===== config.mk =====
export PLATFORM = sky130hd
export DESIGN_NAME = systolic_seq_ctrl
export DESIGN_NICKNAME = d
export VERILOG_FILES = /design/src/rtl/systolic_seq_ctrl.sv
export SDC_FILE = /design/constraint.sdc
export NUM_CORES = 1
export LEC_CHECK = 0
export BUFFER_PORTS_ARGS = -buffer_cell sky130_fd_sc_hd__buf_4
export CAP_MARGIN = 40
export CORE_ASPECT_RATIO = 2
export CORE_MARGIN = 4
export CORE_UTILIZATION = 35
export CTS_BUF_LIST = sky130_fd_sc_hd__clkbuf_4 sky130_fd_sc_hd__clkbuf_8
export CTS_CLUSTER_SIZE = 10
export DETAILED_ROUTE_END_ITERATION = 10
export GPL_ROUTABILITY_DRIVEN = 0
export PLACE_DENSITY = 0.62
export REMOVE_ABC_BUFFERS = 1
export SYNTH_ARGS = -nofsm -noshare
export SYNTH_HDL_FRONTEND = slang
export SYNTH_SLANG_ARGS = --single-unit

===== constraint.sdc =====
create_clock -name clk -period 8.1 [get_ports clk]
set_input_delay 1.62 -clock clk [delete_from_list [all_inputs] [get_ports clk]]
set_output_delay 1.62 -clock clk [all_outputs]
set_load 0.005 [all_outputs]

===== src/rtl/systolic_seq_ctrl.sv =====
// ---------------------------------------------------------------------------
// systolic_seq_ctrl
//   Run sequencer for an N x N systolic array of floating-point MAC PEs.
//   A run is IDLE -> CLEAR -> FEED -> DRAIN -> DONE -> IDLE:
//     CLEAR  one cycle of pe_clr to zero every accumulator
//     FEED   skewed operand window of k_len + 2(N-1) + PE_LAT cycles so the
//            last PE receives its last operand and the MAC pipeline flushes
//     DRAIN  one result row per valid/ready handshake, row 0 first
//     DONE   single-cycle done pulse
//   abort returns to IDLE from any busy state without a done pulse.
//   Every output is a flop loaded from the next-state decode, so outputs
//   only ever change on a clock edge and line up with the state register.
//
//   Optional feature macro: SYSCTRL_PERF_EN
//     defined   : perf_cycles counts the busy cycles of the latest run
//     undefined : perf_cycles is tied to zero and the counter is not built
// ---------------------------------------------------------------------------
module systolic_seq_ctrl #(
    parameter int N      = 4,
    parameter int K_MAX  = 64,
    parameter int PE_LAT = 3,
    localparam int KW    = $clog2(K_MAX + 1),
    localparam int DRW   = (N > 1) ? $clog2(N) : 1
) (
    input  logic           clk,
    input  logic           rst,
    input  logic           start,
    input  logic [KW-1:0]  k_len,
    input  logic           abort,
    output logic           busy,
    output logic           done,
    output logic           pe_clr,
    output logic           pe_en,
    output logic [15:0]    feed_t,
    output logic [N-1:0]   row_valid,
    output logic [N-1:0]   col_valid,
    output logic [DRW-1:0] drain_row,
    output logic           res_valid,
    input  logic           res_ready,
    output logic [31:0]    perf_cycles
);

    // Cycles the feed window needs on top of k_len: skew in to the far
    // corner PE (N-1 rows + N-1 cols) plus the MAC pipeline flush.
    localparam int FEED_EXTRA = 2 * (N - 1) + PE_LAT;

    typedef enum logic [2:0] {
        S_IDLE,
        S_CLEAR,
        S_FEED,
        S_DRAIN,
        S_DONE
    } state_t;

    state_t         state_reg;
    state_t         state_next;
    logic [KW-1:0]  k_len_q_reg;
    logic [KW-1:0]  k_len_q_next;
    logic [15:0]    feed_t_reg;
    logic [15:0]    feed_t_next;
    logic [DRW-1:0] drain_row_reg;
    logic [DRW-1:0] drain_row_next;

    logic           busy_reg;
    logic           busy_next;
    logic           done_reg;
    logic           done_next;
    logic           pe_clr_reg;
    logic           pe_clr_next;
    logic           pe_en_reg;
    logic           pe_en_next;
    logic           res_valid_reg;
    logic           res_valid_next;
    logic [N-1:0]   row_valid_reg;
    logic [N-1:0]   col_valid_reg;
    logic [N-1:0]   lane_valid_next;

    logic [KW-1:0]  k_len_clamped;
    logic [15:0]    feed_last;
    logic           drain_fire;

    // Oversized requests are clamped so the feed window never exceeds
    // what the operand buffers hold.
    assign k_len_clamped = (k_len > KW'(K_MAX)) ? KW'(K_MAX) : k_len;

    // Index of the final feed cycle (window length minus one).
    assign feed_last = 16'(k_len_q_reg) + 16'(FEED_EXTRA - 1);

    assign drain_fire = res_valid_reg && res_ready;

    // Next-state and counter update; abort overrides everything else.
    always_comb begin
        state_next     = state_reg;
        k_len_q_next   = k_len_q_reg;
        feed_t_next    = feed_t_reg;
        drain_row_next = drain_row_reg;

        case (state_reg)
            S_IDLE: begin
                if (start) begin
                    state_next   = S_CLEAR;
                    k_len_q_next = k_len_clamped;
                end
            end
            S_CLEAR: begin
                state_next  = S_FEED;
                feed_t_next = '0;
            end
            S_FEED: begin
                if (feed_t_reg == feed_last) begin
                    state_next     = S_DRAIN;
                    feed_t_next    = '0;
                    drain_row_next = '0;
                end else begin
                    feed_t_next = feed_t_reg + 16'd1;
                end
            end
            S_DRAIN: begin
                if (drain_fire) begin
                    if (drain_row_reg == DRW'(N - 1)) begin
                        state_next     = S_DONE;
                        drain_row_next = '0;
                    end else begin
                        drain_row_next = drain_row_reg + DRW'(1);
                    end
                end
            end
            S_DONE: begin
                state_next = S_IDLE;
            end
            default: begin
                state_next = S_IDLE;
            end
        endcase

        if (abort && (state_reg != S_IDLE)) begin
            state_next     = S_IDLE;
            feed_t_next    = '0;
            drain_row_next = '0;
        end
    end

    // Output decode from the upcoming state so the registered outputs
    // are valid in the same cycle the state register enters that state.
    always_comb begin
        busy_next      = (state_next != S_IDLE);
        done_next      = (state_next == S_DONE);
        pe_clr_next    = (state_next == S_CLEAR);
        pe_en_next     = (state_next == S_FEED);
        res_valid_next = (state_next == S_DRAIN);
    end

    // Per-lane skew: lane i carries operand k = t - i, valid while
    // 0 <= t - i < k_len.  Rows and columns share the same schedule.
    generate
        for (genvar gi = 0; gi < N; gi++) begin : g_lane
            assign lane_valid_next[gi] = (state_next == S_FEED)
                                      && (feed_t_next >= 16'(gi))
                                      && ((feed_t_next - 16'(gi)) < 16'(k_len_q_next));
        end
    endgenerate

    // State, captured length and run counters.
    always_ff @(posedge clk or posedge rst) begin
        if (rst) begin
            state_reg     <= S_IDLE;
            k_len_q_reg   <= '0;
            feed_t_reg    <= '0;
            drain_row_reg <= '0;
        end else begin
            state_reg     <= state_next;
            k_len_q_reg   <= k_len_q_next;
            feed_t_reg    <= feed_t_next;
            drain_row_reg <= drain_row_next;
        end
    end

    // Registered control outputs.
    always_ff @(posedge clk or posedge rst) begin
        if (rst) begin
            busy_reg      <= 1'b0;
            done_reg      <= 1'b0;
            pe_clr_reg    <= 1'b0;
            pe_en_reg     <= 1'b0;
            res_valid_reg <= 1'b0;
            row_valid_reg <= '0;
            col_valid_reg <= '0;
        end else begin
            busy_reg      <= busy_next;
            done_reg      <= done_next;
            pe_clr_reg    <= pe_clr_next;
            pe_en_reg     <= pe_en_next;
            res_valid_reg <= res_valid_next;
            row_valid_reg <= lane_valid_next;
            col_valid_reg <= lane_valid_next;
        end
    end

    assign busy      = busy_reg;
    assign done      = done_reg;
    assign pe_clr    = pe_clr_reg;
    assign pe_en     = pe_en_reg;
    assign feed_t    = feed_t_reg;
    assign row_valid = row_valid_reg;
    assign col_valid = col_valid_reg;
    assign drain_row = drain_row_reg;
    assign res_valid = res_valid_reg;

`ifdef SYSCTRL_PERF_EN
    logic [31:0] perf_reg;

    // Busy-cycle counter: zeroed on start accept, counts every non-IDLE
    // cycle, and holds the last run's total while idle.
    always_ff @(posedge clk or posedge rst) begin
        if (rst) begin
            perf_reg <= '0;
        end else if (state_reg == S_IDLE) begin
            if (start) begin
                perf_reg <= '0;
            end
        end else begin
            perf_reg <= perf_reg + 32'd1;
        end
    end

    assign perf_cycles = perf_reg;
`else
    assign perf_cycles = '0;
`endif

endmodule


# Word-level counts from Yosys, hierarchy flattened
# Cells that the tools add are included.
# op_classes
magnitude_cmp	9
eq_ne	11
mux	17
n_reduce_logical	15
n_addsub	6
# op_table
op	count
$lt A16 B7 Y1	4
$ge A16 B1 Y1 const B	2
$ge A16 B2 Y1 const B	2
$mux W16	2
$pmux W16 S2	1
$sub A16 B2 Y16 const B	2
$mux W7	3
$add A16 B1 Y16 const B	1
$eq A16 B8 Y1	1
$sub A16 B1 Y16 const B	1
$mux W3	5
$eq A3 B2 Y1 const B	4
$pmux W3 S4	1
$logic_and A1 B1 Y1	10
$reduce_bool A3 Y1	3
$add A7 B4 Y8 const B	1
$mux W2	4
$gt A7 B7 Y1 const B	1
$eq A3 B1 Y1 const B	2
$ne A3 B3 Y1 const B	2
$pmux W2 S2	1
$eq A3 B3 Y1 const B	1
$logic_not A3 Y1	1
$reduce_and A3 Y1	1
2 further kinds	2
# word_totals
elab_cells	68
inputBits	12
out_inout_bits	63
regBits	37

# Logic depth before layout (Yosys ltp)
# depth
depth_word	8
mapped_depth	24
mapped_depth_nobuf	23

# Worst setup path after synthesis
# No wires, ideal clock.
# synth_path
path_kind	in2reg
start	in abort
end	reg col_valid_reg[1], in the netlist col_valid[1]
stages	22
t_arrival_ps	5205
t_required_ps	8033
path_buffers	2
setup_ps	67
path_slack_ps	2828
path_cell_list	clkbuf_1 > o22ai_1 > a21oi_4 > buf_6 > a21o_1 > ha_1 > nand4_1 > or3_1 > o21ai_0 > nor2_1 > o21ai_1 > nor2_1 > a211oi_1 > ha_1 > o21a_1 > o21ai_0 > a21oi_1 > nor2_1 > o2111a_1 > nand4_1 > nor4_1 > o2111a_1
# synth_between
elab_chain_cells	5
elab_cells_between_ends	9
classes_between	1 x add/sub; 2 x order compare; 1 x eq/ne; 2 x mux; 3 x reduce/logical
# synth_rtl
item	line_no	rtl
start, declared	29	input logic abort,
$logic_and A1 B1 Y1 *	136	if (abort && (state_reg != S_IDLE)) begin
$mux W16 / $mux W3 (equally long branches)	136	
$sub A16 B1 Y16 (tied with other cells)	159	&& ((feed_t_next - 16'(gi)) < 16'(k_len_q_next));
$lt A16 B7 Y1 / $logic_and A1 B1 Y1 (equally long branches)	159, 158	
$logic_and A1 B1 Y1 *	159	
named net lane_valid_next[1]	76	logic [N-1:0] lane_valid_next;
end signal, assigned	195	col_valid_reg <= lane_valid_next;
end, declared	75	logic [N-1:0] col_valid_reg;
# Mark *: on every way through the listed nets, which the timed path passes. The rest lies on a longest branch.
# A chain may end at the register's enable or synchronous reset.

# Worst setup path in the final report
# layout_path
start	reg feed_t_reg[5], in the netlist feed_t[5]
end	reg col_valid_reg[1], in the netlist col_valid[1]
# layout_between
elab_chain_cells	7
elab_cells_between_ends	14
classes_between	2 x add/sub; 2 x order compare; 2 x eq/ne; 6 x mux; 2 x reduce/logical
# layout_rtl
item	line_no	rtl
start, declared	59	logic [15:0] feed_t_reg;
start signal, assigned	173	feed_t_reg <= feed_t_next;
$add A16 B1 Y16 / $eq A16 B8 Y1 (equally long branches)	115, 110	
$mux W16 / $mux W3 (equally long branches)	110	if (feed_t_reg == feed_last) begin
$pmux W16 S2 / $pmux W3 S4 (equally long branches)	98	case (state_reg)
$mux W16 / $mux W3 (equally long branches)	136	
$sub A16 B1 Y16 (tied with other cells)	159	
$lt A16 B7 Y1 / $logic_and A1 B1 Y1 (equally long branches)	159, 158	
$logic_and A1 B1 Y1 *	159	
named net lane_valid_next[1]	76	
# Marks and branches as above.

==> qor.txt <==
Tightest Pin Transition = 0.921 ns
DR vias = 3708
CTS Hold Bufs = 0
Worst EP arrival = 6.26 ns
share of cells above drive strength 1 = 15.4%
initial antenna violation count = 0
Clock transition at path regs = 0.08 ns
Avg WL per Cell = 19.3 µm
Slew Limit Fails = 0
Hold Fails Final Rpt = 0
number of distinct library cells after synthesis = 70
# nets final = 543
run status = finished, final reports clean
CP max stage cell = a221oi_1
GRT Total Usage = 18.2%
Post-CTS Setup Inserts = 0
leakage = 1.98 nW
Max Cap Violations = 0
NetSw = 0.000280 W
global route overflow = 0
FF-to-FF Start = feed_t[5]$_DFF_PP0_
Rel. slew slack = 38.1%
post-synth top area share = 23.2%
Critical Path Fanout Max = 26
combinational power share = 45.3%
TritonRoute pass-1 iters = 5
initial core utilization = 36.2%
vias in the first global route = 3696
Setup WS post-layout = 2.08 ns
asr flop ratio synth = 100%
via/cell ratio = 5.79
pre-CTS setup slack = 2.21 ns
critical path startpoint = feed_t[5]$_DFF_PP0_
CP Buf/Inv Count = 0
RSZ-0062 raised after global routing = false
DR DRC count = 0
Reg power frac = 33.4%
Synth Register Bits = 37
clock share of power = 21.3%
I/O pin cnt = 75
1st-iter DRT viols = 270
die area = 13300 µm²
Mean Syn Cell Area = 8.39 µm²
final worst path period need = 6.02 ns
Detail Route Antenna Nets = 0
achievable frequency = 166 MHz
largest net degree at the start of global routing = 38
crit-path most repeated cell = nor2_1
critical path class = register to register
Clock Sink Count = 37
Max clock buf depth = 2
final setup vio count = 0
CTS buffer count = 5
sequential share of the synthesized area = 23.2%
total number of yosys warnings = 0
switch share = 42.2%
final cycle utilization of the critical path = 74.4%
Clock Latency Late Sink = 0.30 ns
critical path, cell by cell = o21ba_2, a221oi_1, o2111ai_4, a21oi_4, a21o_1, ha_1, nand4_1, or3_1, o21ai_0, nor2_1, o21ai_1, nor2_1, a211oi_1, ha_1, o21a_1, o21ai_0, a21oi_1, nor2_1, o2111a_1, nand4_1, nor4_1, o2111a_1
Synth top cells by count = 37 x buf_4, 37 x dfrtp_1, 33 x nor2_1, 32 x ha_1, 31 x nand2_1
first-pass GRT wire length = 19300 µm
Worst VDD drop = 0.0000793 V
TritonCTS clock tree = yes
top cell family by delay on the critical path = compound AO/OA/AOI/OAI gates
WL final = 12300 µm
pwr dens = 155 nW/µm²
Fin Hold WS = 0.574 ns
Netlist Area Pre-Place = 3990 µm²
synthesis-to-finish area growth = 7.78%
Antenna Cells = 0
post-synthesis cell count = 475
Hold Startpoint = drain_row[1]$_DFFE_PP0P_
Die Wd = 83.5 µm
type of origin of the critical path = register
CTS root buffer = clkbuf_8
Die Y = 159 µm
Setup TNS Final = 0 ns
Layout Skew = 0.0107 ns
PostCTS Resize Cnt = 0
area of the multi-input gates = 2700 µm²
port bufs = 42
Synth Flop Type = dfrtp_1
CP required = 8.34 ns
Largest register FFs = 16
number of cell rows = 54
Area contributors post-synth = dfrtp_1 23%, ha_1 10%, buf_4 7.0%
cell taking the most area after synthesis = dfrtp_1
Post-DP HPWL = 9650 µm
sequential cell area = 926 µm²
HP Class = register to register
# fillers = 1121
H-tree depth = 2
Pint = 0.000384 W
Core ar. = 11000 µm²
Crit path largest cell delay = 0.74 ns
Worst setup EP type = register
EDFF count, synth = 0
-- final timing paths --
path	endpoint	slack (ns)	depth (start not counted)
hold reg to reg	drain_row[1]$_DFFE_PP0P_	0.57	2
max in group asynchronous	feed_t[0]$_DFF_PP0_	6.29	3
setup reg to reg	col_valid[1]$_DFF_PP0_	2.08	22
hold / removal	drain_row[1]$_DFFE_PP0P_	0.57	2
setup / recovery	col_valid[1]$_DFF_PP0_	2.08	22
min in group asynchronous	feed_t[12]$_DFF_PP0_	1.44	3
-- cell families after synthesis --
| family | count (synthesis) | synth area share (%) |
|---|---|---|
| adder cells (fa/ha/maj) | 32 | 10.0 |
| AO/OA/AOI/OAI | 114 | 21.2 |
| multiplexers | 7 | 1.79 |
| XOR/XNOR | 37 | 8.50 |
| buffers and inverters | 78 | 12.0 |
| AND/OR/NAND/NOR | 169 | 23.1 |
| flip-flops | 37 | 23.2 |
| other | 1 | 0.0940 |
-- area by class of cell --
class	instances	area share, %
Clock buffer	6	1.92
Sequential cell	37	21.5
Tap cell	140	4.08
Multi-Input combinational cell	391	62.8
Timing Repair Buffer	43	7.51
Inverter	21	1.83
Clock inverter	2	0.320
-- metrics by stage --
stage / std cells / instance area [µm²] / utilization, % / total power [W]
6_report: 640 / 4300 / 39.0 / 0.000664
5_1_grt: 640 / 4300 / 39.0 / 0.000713
4_1_cts: 640 / 4300 / 39.0 / 0.000665
3_5_place_dp: 632 / 4200 / 38.2 / 0.000521
3_3_place_gp: 632 / 4200 / 38.2 / 0.000513
2_1_floorplan: 449 / 3700 / - / 0.000432
-- worst reg2reg max path, stage by stage, from the launching register on --
cell and delay (ns):
dfrtp_1 0.70, o21ba_2 0.24, a221oi_1 0.74, o2111ai_4 0.23
a21oi_4 0.67, a21o_1 0.31, ha_1 0.25, nand4_1 0.15
or3_1 0.35, o21ai_0 0.12, nor2_1 0.14, o21ai_1 0.19
nor2_1 0.07, a211oi_1 0.26, ha_1 0.27, o21a_1 0.10
o21ai_0 0.21, a21oi_1 0.07, nor2_1 0.12, o2111a_1 0.17
nand4_1 0.07, nor4_1 0.30, o2111a_1 0.22
-- power groups by stage --
stage	registers, W	clock network, W	logic [W]
2_1_floorplan	0.000220	0	0.000212
3_3_place_gp	0.000224	0	0.000289
3_5_place_dp	0.000225	0	0.000296
4_1_cts	0.000222	0.000146	0.000297
5_1_grt	0.000224	0.000152	0.000337
6_report	0.000222	0.000142	0.000301
-- routing by layer --
metal	vias to the layer above	wire (µm)	GRT usage [%]
met5	-	0	0
met4	0	1040	14.7
met3	71	726	2.59
met2	195	6450	33.4
met1	1716	4110	17.6
li1	1726	-	-
-- cells in the final DEF (no fill, tap or decap), types with 8 or more instances in the layout --
| cell | netlist | final |
|---|---|---|
| o21a_1 | 11 | 11 |
| nor3_1 | 13 | 13 |
| nand2b_1 | 8 | 8 |
| conb_1 | 1 | 32 |
| nor4_1 | 8 | 8 |
| nand3_1 | 14 | 14 |
| a21o_1 | 8 | 8 |
| a21oi_1 | 19 | 19 |
| ha_1 | 32 | 32 |
| dfrtp_1 | 37 | 37 |
| xor2_1 | 14 | 14 |
| nand4_1 | 21 | 21 |
| o21ai_0 | 23 | 23 |
| buf_4 | 37 | 43 |
| nor2_1 | 33 | 33 |
| inv_1 | 21 | 21 |
| or3_1 | 8 | 8 |
| nand2_1 | 31 | 31 |
| xnor2_1 | 21 | 21 |
Power figures use the tool's default switching activity.
